## src/rtl/mac_dot_ctrl.sv

```systemverilog
// ---------------------------------------------------------------------------
// mac_dot_ctrl
// Job sequencer for one 16x16->32 pipelined signed MAC instance. A job loads
// a bias into the MAC accumulator, streams LEN operand pairs through a
// valid/ready port, flushes the two product stages of the MAC and then holds
// the accumulated dot product on a valid/ready result port until taken.
//
// The MAC itself lives outside this block; its Result port (the accumulator
// register) is fed back on mac_result and forwarded as out_data in DONE.
//
// All outputs are decoded from the registered state. The two intended
// combinational paths are:
//   - in_valid -> mac_en while streaming, so an idle source freezes the MAC
//     pipeline for that cycle instead of pushing a bogus product;
//   - in_x/in_y -> mac_x/mac_y while streaming, the operand pass-through.
// abort and rst only act through the next state, never on outputs directly.
// ---------------------------------------------------------------------------
module mac_dot_ctrl #(
    parameter int DATA_W = 16,
    parameter int ACC_W  = 32,
    parameter int LEN_W  = 16
) (
    input  logic              clk,
    input  logic              rst,

    // job control
    input  logic              start,
    input  logic [LEN_W-1:0]  len,
    input  logic [ACC_W-1:0]  bias,
    input  logic              abort,

    // operand stream
    input  logic              in_valid,
    output logic              in_ready,
    input  logic [DATA_W-1:0] in_x,
    input  logic [DATA_W-1:0] in_y,

    // MAC control / data
    output logic              mac_en,
    output logic              mac_acc_load,
    output logic [DATA_W-1:0] mac_x,
    output logic [DATA_W-1:0] mac_y,
    output logic [ACC_W-1:0]  mac_z,
    input  logic [ACC_W-1:0]  mac_result,

    // result stream
    output logic              out_valid,
    input  logic              out_ready,
    output logic [ACC_W-1:0]  out_data,

    // status
    output logic              busy
);

    // -----------------------------------------------------------------------
    // Constants
    // -----------------------------------------------------------------------
    localparam logic [LEN_W-1:0]  LEN_ZERO  = {LEN_W{1'b0}};
    localparam logic [LEN_W-1:0]  LEN_ONE   = {{(LEN_W-1){1'b0}}, 1'b1};
    localparam logic [DATA_W-1:0] DATA_ZERO = {DATA_W{1'b0}};
    localparam logic [ACC_W-1:0]  ACC_ZERO  = {ACC_W{1'b0}};

    // -----------------------------------------------------------------------
    // State encoding
    // -----------------------------------------------------------------------
    typedef enum logic [2:0] {
        ST_IDLE   = 3'd0,
        ST_LOAD   = 3'd1,
        ST_STREAM = 3'd2,
        ST_DRAIN1 = 3'd3,
        ST_DRAIN2 = 3'd4,
        ST_DONE   = 3'd5
    } state_t;

    state_t            state_r;
    state_t            state_s;

    // pairs still to be accepted in the current job
    logic [LEN_W-1:0]  count_r;
    // bias captured with start, driven onto mac_z during LOAD
    logic [ACC_W-1:0]  bias_r;

    // decoded helpers
    logic              capture_s;   // start accepted in IDLE this cycle
    logic              accept_s;    // operand pair handshake this cycle
    logic              last_pair_s; // the accept that completes the job

    // -----------------------------------------------------------------------
    // Handshake / capture decode
    // -----------------------------------------------------------------------

    // Decode job capture and pair acceptance; abort suppresses both.
    always_comb begin
        capture_s   = 1'b0;
        accept_s    = 1'b0;
        last_pair_s = 1'b0;
        if (abort) begin
            capture_s   = 1'b0;
            accept_s    = 1'b0;
            last_pair_s = 1'b0;
        end else begin
            capture_s   = (state_r == ST_IDLE) && start;
            accept_s    = (state_r == ST_STREAM) && in_valid;
            last_pair_s = accept_s && (count_r == LEN_ONE);
        end
    end

    // -----------------------------------------------------------------------
    // Next-state logic
    // -----------------------------------------------------------------------

    // Job sequencing; abort overrides every other transition.
    always_comb begin
        state_s = state_r;
        if (abort) begin
            state_s = ST_IDLE;
        end else begin
            case (state_r)
                ST_IDLE: begin
                    if (start) begin
                        state_s = ST_LOAD;
                    end else begin
                        state_s = ST_IDLE;
                    end
                end
                ST_LOAD: begin
                    // an empty job still reports the bias as its result
                    if (count_r != LEN_ZERO) begin
                        state_s = ST_STREAM;
                    end else begin
                        state_s = ST_DONE;
                    end
                end
                ST_STREAM: begin
                    if (last_pair_s) begin
                        state_s = ST_DRAIN1;
                    end else begin
                        state_s = ST_STREAM;
                    end
                end
                ST_DRAIN1: begin
                    state_s = ST_DRAIN2;
                end
                ST_DRAIN2: begin
                    state_s = ST_DONE;
                end
                ST_DONE: begin
                    // start is deliberately not looked at here
                    if (out_ready) begin
                        state_s = ST_IDLE;
                    end else begin
                        state_s = ST_DONE;
                    end
                end
                default: begin
                    state_s = ST_IDLE;
                end
            endcase
        end
    end

    // -----------------------------------------------------------------------
    // State and job registers
    // -----------------------------------------------------------------------

    // State register with synchronous reset to IDLE.
    always_ff @(posedge clk) begin
        if (rst) begin
            state_r <= ST_IDLE;
        end else begin
            state_r <= state_s;
        end
    end

    // Remaining-pair counter: loaded with start, decremented per accepted pair.
    always_ff @(posedge clk) begin
        if (rst) begin
            count_r <= LEN_ZERO;
        end else if (capture_s) begin
            count_r <= len;
        end else if (accept_s) begin
            count_r <= count_r - LEN_ONE;
        end else begin
            count_r <= count_r;
        end
    end

    // Bias capture register, only written when a job is started.
    always_ff @(posedge clk) begin
        if (rst) begin
            bias_r <= ACC_ZERO;
        end else if (capture_s) begin
            bias_r <= bias;
        end else begin
            bias_r <= bias_r;
        end
    end

    // -----------------------------------------------------------------------
    // Output decode
    // -----------------------------------------------------------------------

    // Outputs decoded from state; everything is zero unless a state drives it.
    always_comb begin
        in_ready     = 1'b0;
        mac_en       = 1'b0;
        mac_acc_load = 1'b0;
        mac_x        = DATA_ZERO;
        mac_y        = DATA_ZERO;
        mac_z        = ACC_ZERO;
        out_valid    = 1'b0;
        out_data     = ACC_ZERO;
        busy         = 1'b1;
        case (state_r)
            ST_IDLE: begin
                busy = 1'b0;
            end
            ST_LOAD: begin
                // acc_load also clears both product stages inside the MAC
                mac_en       = 1'b1;
                mac_acc_load = 1'b1;
                mac_z        = bias_r;
            end
            ST_STREAM: begin
                // a missing operand freezes the MAC instead of adding zero
                in_ready = 1'b1;
                mac_en   = in_valid;
                mac_x    = in_x;
                mac_y    = in_y;
            end
            ST_DRAIN1: begin
                // zero operands push the last real products through
                mac_en = 1'b1;
            end
            ST_DRAIN2: begin
                mac_en = 1'b1;
            end
            ST_DONE: begin
                // mac_en is low, so the accumulator is stable while waiting
                out_valid = 1'b1;
                out_data  = mac_result;
            end
            default: begin
                busy = 1'b1;
            end
        endcase
    end

endmodule

```

## config.mk

```make
export PLATFORM = sky130hd
export DESIGN_NAME = mac_dot_ctrl
export DESIGN_NICKNAME = d
export VERILOG_FILES = /design/src/rtl/mac_dot_ctrl.sv
export SDC_FILE = /design/constraint.sdc
export NUM_CORES = 1
export LEC_CHECK = 0
export CAP_MARGIN = 20
export CORE_ASPECT_RATIO = 1.25
export CORE_MARGIN = 2
export CORE_UTILIZATION = 30
export CTS_CLUSTER_DIAMETER = 200
export DETAILED_ROUTE_END_ITERATION = 10
export GPL_ROUTABILITY_DRIVEN = 0
export MAX_ROUTING_LAYER = met4
export PLACE_DENSITY = 0.72
export SYNTH_ARGS = -nofsm -noshare
export SYNTH_HDL_FRONTEND = slang
export SYNTH_SLANG_ARGS = --single-unit
```

## constraint.sdc

```tcl
create_clock -name clk -period 1.8 [get_ports clk]
set_clock_uncertainty 0.1 [all_clocks]
set_input_delay 0.18 -clock clk [delete_from_list [all_inputs] [get_ports clk]]
set_output_delay 0.18 -clock clk [all_outputs]
set_load 0.01 [all_outputs]
```

==> summary.md <==
| Metric | Value |
|---|---|
| Status | `finished, violations left` |
| Failing checks | `setup timing` |
| Compound-Gate Fraction of Synth Area | `0.178` |
| Hpwl dp | `9.48 mm` |
| Largest family of logic cells by synthesized area | `simple AND/OR/NAND/NOR gates` |
| Crit path DAT | `1.62 ns` |
| Pre-Repair DR Iteration Count | `5` |
| Setup TNS | `-2.30 ns` |
| Synthesis-to-layout area growth | `131%` |
| RSZ-0062 raised after global routing | `yes` |
| Mapped Area | `2970 um2` |
| Final core occ | `0.713` |
| CTS root buffer | `clkbuf_16` |
| Cells after synthesis | `402` |
| Rows | `40` |
| Leading area contributor after synthesis | `dfxtp_1` |
| Initial antenna violation count | `0` |
| Initial Utilization | `0.309` |
| Vias per cell | `4.95` |
| Reg2reg setup slack | `-0.08 ns` |
| Vias in the first global route | `4098` |
| Core area | `9610 um2` |
| Synth async-reset ratio | `0` |
| Final hold violation count | `0` |
| Critical Path End Type | `primary output` |
| Reg-to-reg endpoint | `count_r[15]` |
| Static Leak | `2.95 nW` |
| DR iter-0 viols | `210` |
| Synth Area in Adders | `0.0126` |
| CP endpoint | `out_data[5]` |
| # H-tree levels | `2` |
| Grt total ovfl | `0` |
| Main synth FF type | `dfxtp_1` |
| Io pins | `219` |
| DR WL/cell | `17.1 um` |
| Fin. max-slew vios | `0` |
| Reg2reg start | `count_r[8]` |
| Die Span Y | `115 um` |
| Fin crit share | `1.06` |
| Synth Area in Simple Gates | `0.410` |
| Netlist cell types | `44` |
| CP max FO | `8` |
| Final Cell Area | `6850 um2` |
| Required @ worst endpoint | `1.52 ns` |
| Post-route DRC | `0` |
| Die area | `10700 um2` |
| # setup viols final | `85` |
| Worst hold path depth | `3` |
| Post-route ant nets | `0` |
| Synth area leaders | `dfxtp_1 34%, and2_1 20%, nand2_1 9.0%` |
| Power per Cell Area | `488 nW/um2` |
| CTS clk-pin slew, worst paths | `0.06 ns` |
| Clock Sinks | `51` |
| Dpl cell area | `5690 um2` |
| Hold Path Class | `primary input to flop` |
| CP Class | `flop to primary output` |
| Worst-Margin Slew | `0.522 ns` |
| Critical path's largest stage delay | `0.37 ns` |
| Hold-fix buffers at CTS | `0` |
| Fin crit period | `1.90 ns` |
| Most frequent cell on the critical path | `buf_6` |
| Mux share of post-synthesis cell area | `0` |
| Post-synthesis register bit count | `51` |
| Clock buffer count from CTS | `5` |
| CTS tree | `yes` |
| Clock buffer depth | `2` |
| Final WS setup | `-0.105 ns` |
| Worst slew margin | `0.650` |
| Gr usage total | `0.245` |
| Crit-path cells | `buf_6 > nor3b_4 > buf_6 > buf_16 > buf_4 > and2_4 > buf_6` |
| IO Port Bufs | `218` |
| Worst R2R Path Depth | `4` |
| Peak supply drop | `371 uV` |
| Synth Area in XOR/XNOR | `0.00295` |
| Max Cap Viol | `0` |
| EDFF count, synth | `0` |
| Mean Syn Cell Area | `7.39 um2` |
| Die X | `93.0 um` |
| Most numerous cell in the Yosys netlist | `and2_1` |
| # nets final | `814` |
| Largest net degree at the start of global routing | `28` |
| Worst-skew pair later-pin latency | `0.29 ns` |
| Vias | `4059` |
| Final Total Pwr | `3.34 mW` |
| Max Fclk | `525 MHz` |
| Seq/Total Area, Yosys | `0.344` |
| Synth top cells by count | `97 x and2_1, 71 x nand2_1, 51 x dfxtp_1, 45 x a21oi_1, 28 x clkbuf_1` |
| CP max stage cell | `dfxtp_4` |
| Synth top area share | `0.344` |
| Synth warnings | `0` |
| Total wire length | `14.0 mm` |
| Syn nets | `523` |
| Crit path launch type | `flop` |
| Share of layout cells above drive strength 1 | `0.474` |
| First-pass GRT wire length | `20.0 mm` |
| CP startpoint | `state_r[1]` |
| # diodes | `0` |
==> worst min-delay path by stage <==
stage / startpoint / to / slack (ns)
4_1_cts: rst / state_r[0] / 0.12
5_1_grt: rst / state_r[0] / 0.16
3_3_place_gp: bias_r[20] / bias_r[20] / 0.34
2_1_floorplan: bias[0] / bias_r[0] / 0.22
3_5_place_dp: bias_r[25] / bias_r[25] / 0.34
6_report: rst / state_r[0] / 0.14
==> stage by stage <==
step | hold slack, ns | setup WS (ns) | instances
floorplan | 0.216 | 0.0235 | 402
global placement | 0.338 | -0.147 | 767
CTS | 0.124 | -0.122 | 806
finish | 0.145 | -0.105 | 820
detailed placement | 0.343 | -0.186 | 767
global route | 0.161 | -0.161 | 820
==> worst max-delay path, delay by kind of cell (launching register included) <==
kind | cells | cell delay, ns
buf+inv | 5 | 0.60
flops | 1 | 0.37
simple gates | 2 | 0.36
==> registers in the layout, summed over array words and instances (netlist names) <==
register	cells
count_r	16
bias_r	32
state_r	3
==> placed cells by master (no fill, tap or decap), types with 4 or more instances in the layout <==
cell type	instances
nand2_1	71
buf_12	8
and2_1	13
a21oi_1	43
dfxtp_1	43
buf_16	4
o21ai_0	5
nand3_1	12
buf_4	64
clkdlybuf4s50_1	116
and2_4	84
nor4_1	4
nor3b_4	4
dfxtp_4	5
buf_6	102
a211oi_1	4
clkbuf_16	8
nand4_1	4
nor2_1	5
buf_2	14
==> report_power, final <==
group	internal (mW)	total (mW)	leakage, nW	switching (mW)
combinational	0.654	1.09	2.46	0.439
sequential	1.19	1.24	0.422	0.0547
clock	0.591	1.00	0.0761	0.413
total	2.44	3.34	2.95	0.907
==> timing repair <==
item | in CTS | in global routing
gates resized for setup | 438 | 221
setup buffers | 25 | 13
setup endpoints to repair | 110 | 131
pin swaps | 13 | 78
gates cloned | 7 | 4
==> metal layers <==
metal | GRT usage | vias up | share of wire
met2 | 0.461 | 206 | 0.54
met4 | 0.103 | 0 | 0.027
li1 | - | 1954 | -
met1 | 0.247 | 1876 | 0.36
met5 | - | - | 0
met3 | 0.0446 | 23 | 0.069
==> cell families after synthesis <==
kind of cell | Yosys count
AOI/OAI and AO/OA | 84
xor gates and xnor gates | 1
adders and majority gates | 3
buffers and inverters | 38
DFF | 51
and+or+nand+nor | 225
==> area by class of cell <==
| cell class | instances | area (um2) |
|---|---|---|
| tap | 126 | 158 |
| fill | 695 | 2760 |
| clock buffer | 7 | 153 |
| inverter | 5 | 21.3 |
| sequential | 51 | 1040 |
| multi-input combinational | 313 | 2200 |
| clock inverter | 1 | 7.51 |
| timing repair buffer | 317 | 3270 |
Power figures use the tool's default switching activity.
